`src/rtl/ft_rx_fsm.sv`:
```
// ft_rx_fsm: FT600 245-sync RX FSM draining the chip FIFO into a valid/ready stream; define RX_PATTERN_CHECK_EN for err_cnt
module ft_rx_fsm #(
    parameter int DATA_W      = 8,
    parameter int BE_W        = 2,
    parameter int FIFO_DEPTH  = 16,
    parameter int STOP_MARGIN = 3
) (
    input  logic                          clk,
    input  logic                          rst,
    input  logic                          rxf_n,
    input  logic [DATA_W-1:0]             data_in,
    input  logic [BE_W-1:0]               be_in,
    output logic                          oe_n,
    output logic                          rd_n,
    output logic [DATA_W-1:0]             m_data,
    output logic [BE_W-1:0]               m_be,
    output logic                          m_valid,
    input  logic                          m_ready,
    output logic [$clog2(FIFO_DEPTH):0]   level,
    output logic                          overflow,
`ifdef RX_PATTERN_CHECK_EN
    output logic [15:0]                   err_cnt,
`endif
    output logic                          busy
);
    localparam int AW = $clog2(FIFO_DEPTH);
    localparam int LW = AW + 1;
    typedef enum logic [1:0] {IDLE, OE, READ} state_t;
    state_t state, state_nx;
    logic [DATA_W+BE_W-1:0] mem [FIFO_DEPTH];
    logic [AW-1:0] wr_ptr, rd_ptr;
    logic [LW-1:0] free;
    logic push_q, room, full, push, pop, wr_en;
    assign free    = LW'(FIFO_DEPTH) - level;
    assign room    = free > LW'(STOP_MARGIN);
    assign full    = level == LW'(FIFO_DEPTH);
    assign push    = !rd_n && !rxf_n;
    assign pop     = m_valid && m_ready;
    assign wr_en   = push && (!full || pop);
    assign m_valid = level > LW'(push_q);
    assign {m_be, m_data} = mem[rd_ptr];
    assign busy    = state != IDLE;
    always_comb begin
        state_nx = IDLE;
        state_nx = state == IDLE ? (!rxf_n && room ? OE : IDLE) :
                   state == OE   ? (rxf_n ? IDLE : READ) :
                   state == READ ? (rxf_n || !room ? IDLE : READ) : IDLE;
    end
    always_ff @(posedge clk) begin
        if (rst) begin
            state    <= IDLE;
            oe_n     <= 1'b1;
            rd_n     <= 1'b1;
            wr_ptr   <= '0;
            rd_ptr   <= '0;
            level    <= '0;
            push_q   <= 1'b0;
            overflow <= 1'b0;
        end else begin
            state    <= state_nx;
            oe_n     <= state_nx == IDLE;
            rd_n     <= state_nx != READ;
            push_q   <= wr_en;
            level    <= level + LW'(wr_en) - LW'(pop);
            if (wr_en) wr_ptr <= wr_ptr + 1'b1;
            if (pop) rd_ptr <= rd_ptr + 1'b1;
            if (push && full && !pop) overflow <= 1'b1;
        end
    end
    always_ff @(posedge clk) begin
        if (wr_en) mem[wr_ptr] <= {be_in, data_in};
    end
`ifdef RX_PATTERN_CHECK_EN
    logic [DATA_W-1:0] exp;
    logic seen;
    always_ff @(posedge clk) begin
        if (rst) begin
            err_cnt <= '0;
            exp     <= '0;
            seen    <= 1'b0;
        end else if (push) begin
            seen <= 1'b1;
            exp  <= data_in + 1'b1;
            if (seen && data_in != exp && err_cnt != 16'hFFFF) err_cnt <= err_cnt + 1'b1;
        end
    end
`endif
endmodule

```
`config.mk`:
```
export PLATFORM = sky130hd
export DESIGN_NAME = ft_rx_fsm
export DESIGN_NICKNAME = d
export VERILOG_FILES = /design/src/rtl/ft_rx_fsm.sv
export SDC_FILE = /design/constraint.sdc
export NUM_CORES = 1
export LEC_CHECK = 0
export CAP_MARGIN = 10
export CORE_MARGIN = 2
export CORE_UTILIZATION = 58
export CTS_CLUSTER_DIAMETER = 30
export DETAILED_ROUTE_END_ITERATION = 8
export GPL_ROUTABILITY_DRIVEN = 1
export HOLD_SLACK_MARGIN = 0.02
export PLACE_DENSITY = 0.77
export SYNTH_ARGS = -nofsm -noshare
export SYNTH_HDL_FRONTEND = slang
export SYNTH_SLANG_ARGS = --single-unit
```
`constraint.sdc`:
```
create_clock -name clk -period 4.1 [get_ports clk]
set_input_delay 1.025 -clock clk [delete_from_list [all_inputs] [get_ports clk]]
set_output_delay 1.025 -clock clk [all_outputs]
set_load 0.05 [all_outputs]
```
==> results_dict.tcl, run 1 <==
set metrics [dict create \
    yosys.area.top_type "edfxtp_1" \
    endpoint_kind "output port" \
    yosys.area_share.xor_xnor_pct 0.5952 \
    synth.top_cells.by_area "edfxtp_1, mux4_2, dfxtp_1" \
    slowest_delay_ns 0.70 \
    cp.required_ns 3.07 \
    syn_nets 430 \
    dp.cells 608 \
    worst_path_max_delay_cell "clkdlybuf4s50_1" \
    drc 0 \
    synth_mux_area_share_pct 12.98 \
    yosysSeqAreaShare_pct 71.56 \
    cpLargestDelayFamily "buffers and inverters" \
    reg2reg_to "level[4]$_SDFF_PP0_" \
    setup_viol 0 \
    start_util_pct 58.78 \
    path_cells "buf_4 > mux4_2 > a22oi_1 > nand2_1 > clkdlybuf4s50_1" \
    grt_pass1_wl_microns 22690 \
    synth_cell_types 43 \
    fin_skew_ns 0.008689 \
    core_sq_mm 0.01252 \
    hold_viol 0 \
    status "finished clean" \
    hp-start "overflow$_SDFFE_PP0P_" \
    fmax_ghz 0.2589 \
    port_buffers 33 \
    cts_max_path_buffers 2 \
    cts.repair.resized 0 \
    final_layout_size_suffix_gt1_share_pct 23.98 \
    finalNetCount 488 \
    synthArstFlopShare_pct 0 \
    clk_latency_ns 0.43 \
    irDropWorstVdd_mv 0.4931 \
    ys.flop_type "edfxtp_1" \
    root_buffer "clkbuf_16" \
    synth_common_cells "edfxtp_1, mux4_2, dfxtp_1" \
    wl_per_cell_microns 23.25 \
    antennaDiodeCount 0 \
    path_buf_inv 2 \
    synth_compound_area_share_pct 3.997 \
    grt_max_degree 29 \
    drv_cap 0 \
    postPlaceCellArea_sq_mm 0.008066 \
    yosys.area.top_type_share_pct 65.31 \
    drt-initial-drc-count 386 \
    grt_overflow 0 \
    maxSlewHeadroom_pct 42.95 \
    ant_nets 0 \
    gp_congestion 0.7838 \
    first_global_vias 4016 \
    utilization_pct 68.80 \
    cp.depth 5 \
    cts_tree "yes" \
    ys_ff_latch 183 \
    synth-adder-area-share_pct 3.333 \
    rsz0062_at_grt "false" \
    dp_hpwl_microns 9109 \
    cp.arrival_ns 2.84 \
    drv_slew 0 \
    cp_max_fo 12 \
    finalInstanceArea_sq_mm 0.008612 \
    period_needed_ns 3.863 \
    hold_class "flop to flop" \
    r2r_cells 15 \
    clk_pin_slew_worst_paths_ns 0.06 \
    path_class "flop to output port" \
    whs_ns 0.4932 \
    synth_area_per_cell_sq_um 18.53 \
    vias 3803 \
    antenna_found_initial 0 \
    p_leak_nw 2.802 \
    finalNonFillerCells 639 \
    tightest_slew_ns 0.8487 \
    via_per_inst 5.951 \
    synth-edff-count 160 \
    drt_wl_total_microns 14860 \
    synth_cells 397 \
    floorplan.rows 41 \
    post_cts_buffers 0 \
    startpoint_type "flop" \
    numCtsBuffers 17 \
    grt.total_usage_pct 23.92 \
    yosysMostFrequentCell "edfxtp_1" \
    drtPass1Iterations 5 \
    regToRegSetupSlack_ns 0.87 \
    netlist_area_sq_mm 0.007357 \
    synth_top_family_by_area "multiplexers" \
    endpoint "m_data[4]" \
    die-area_sq_mm 0.01360 \
    powerDensity_mw_per_mm2 580.6 \
    period_share_pct 94.22 \
    holdBufCountCts 0 \
    yosys.area_share.simple_pct 5.272 \
    cts_htree_levels 4 \
    die_height_microns 116.6 \
    fin_setup_tns_ns 0 \
    ios 34 \
    clock-sinks 183 \
    r2r-start "level[0]$_SDFF_PP0_" \
    ys.warnings.count 0 \
    area_growth_pct 17.06 \
    die_w_microns 116.6 \
]
## stage by stage
| stage | power [mW] | worst slack, ns |
|---|---|---|
| 2_1_floorplan | 3.156 | 0.4580 |
| 3_3_place_gp | 3.497 | 0.5032 |
| 3_5_place_dp | 3.524 | 0.4850 |
| 4_1_cts | 5.036 | 0.1863 |
| 5_1_grt | 5.203 | 0.05456 |
| 6_report | 5.000 | 0.2368 |
## how the worst min path moves through the flow
| stage | endpoint | depth (start not counted) |
|---|---|---|
| after CTS | overflow$_SDFFE_PP0P_ | 2 |
| after global routing | overflow$_SDFFE_PP0P_ | 2 |
| after global placement | overflow$_SDFFE_PP0P_ | 2 |
| final | overflow$_SDFFE_PP0P_ | 2 |
| after floorplan | flop | 2 |
| after detailed placement | overflow$_SDFFE_PP0P_ | 2 |
## worst register-to-register path: cells and delay by family (launching register included)
family / cells / cell delay [ns]
AOI/OAI and AO/OA: 4 / 0.84
xor gates and xnor gates: 1 / 0.13
adders and majority gates: 4 / 1.13
buffers and inverters: 4 / 0.29
DFF: 1 / 0.43
and+or+nand+nor: 2 / 0.28
## report_power, final
group | total [mW] | switching (mW) | internal (mW)
registers | 2.15 | 0.0757 | 2.08
clock network | 1.52 | 0.639 | 0.883
logic | 1.33 | 0.731 | 0.596
total | 5.00 | 1.45 | 3.55
## logic make-up (layout without fill, tap and decap cells)
family	Yosys count	in the layout
flip-flops	183	183
multiplexers	45	45
adder cells (fa/ha/maj)	19	19
XOR/XNOR	5	5
AND/OR/NAND/NOR	67	67
buffers and inverters	39	109
AO/OA/AOI/OAI	39	39
## area by class of cell
class	instances	area (sq um)
Sequential cell	183	5268
Fill cell	826	3905
Multi-Input combinational cell	175	1969
Timing Repair Buffer	57	535.5
Clock buffer	20	436.7
Tap cell	172	215.2
Clock inverter	11	108.9
Inverter	21	78.83
## routing by layer
layer | vias up | GRT usage, % | part of all wire [%]
met5 | - | 0 | 0
met4 | 0 | 10.75 | 2.5
met3 | 27 | 5.345 | 6.3
met2 | 146 | 39.88 | 52
met1 | 1941 | 30.44 | 39
li1 | 1689 | - | -
## registers in the layout (all words and copies together), names as in the netlist, named ones only
signal / cells
push_q: 1
rd_n: 1
oe_n: 1
wr_ptr: 4
overflow: 1
state: 2
mem: 160
rd_ptr: 4
level: 5
## placed cells by master, fill, tap and decap left out, types with 3 or more instances in the layout
master and instances:
clkbuf_1 3, clkinv_1 4, buf_4 22, a21oi_1 4
nand2_1 15, mux2_2 3, clkdlybuf4s50_1 33, clkbuf_16 17
mux4_2 40, nor4_2 4, ha_1 18, xnor2_1 5
edfxtp_1 160, nor2b_1 4, clkinv_2 3, nor3_2 6
nand2b_1 3, nor2_1 18, clkinvlp_4 3, nand3_1 4
dfxtp_1 21, a22oi_1 20, inv_1 19, nor4b_2 3
No activity file was read; power rests on OpenSTA's default activity.
==> inputs of run 2 (changes only) <==
--- a/config.mk
+++ b/config.mk
@@ -9,6 +9,7 @@
 export CORE_MARGIN = 2
 export CORE_UTILIZATION = 58
 export CTS_CLUSTER_DIAMETER = 30
+export CTS_CLUSTER_SIZE = 25
 export DETAILED_ROUTE_END_ITERATION = 8
 export GPL_ROUTABILITY_DRIVEN = 1
 export HOLD_SLACK_MARGIN = 0.02
==> results of run 2 <==
No change in the layout: final DEF, timing and power equal those of run 1.
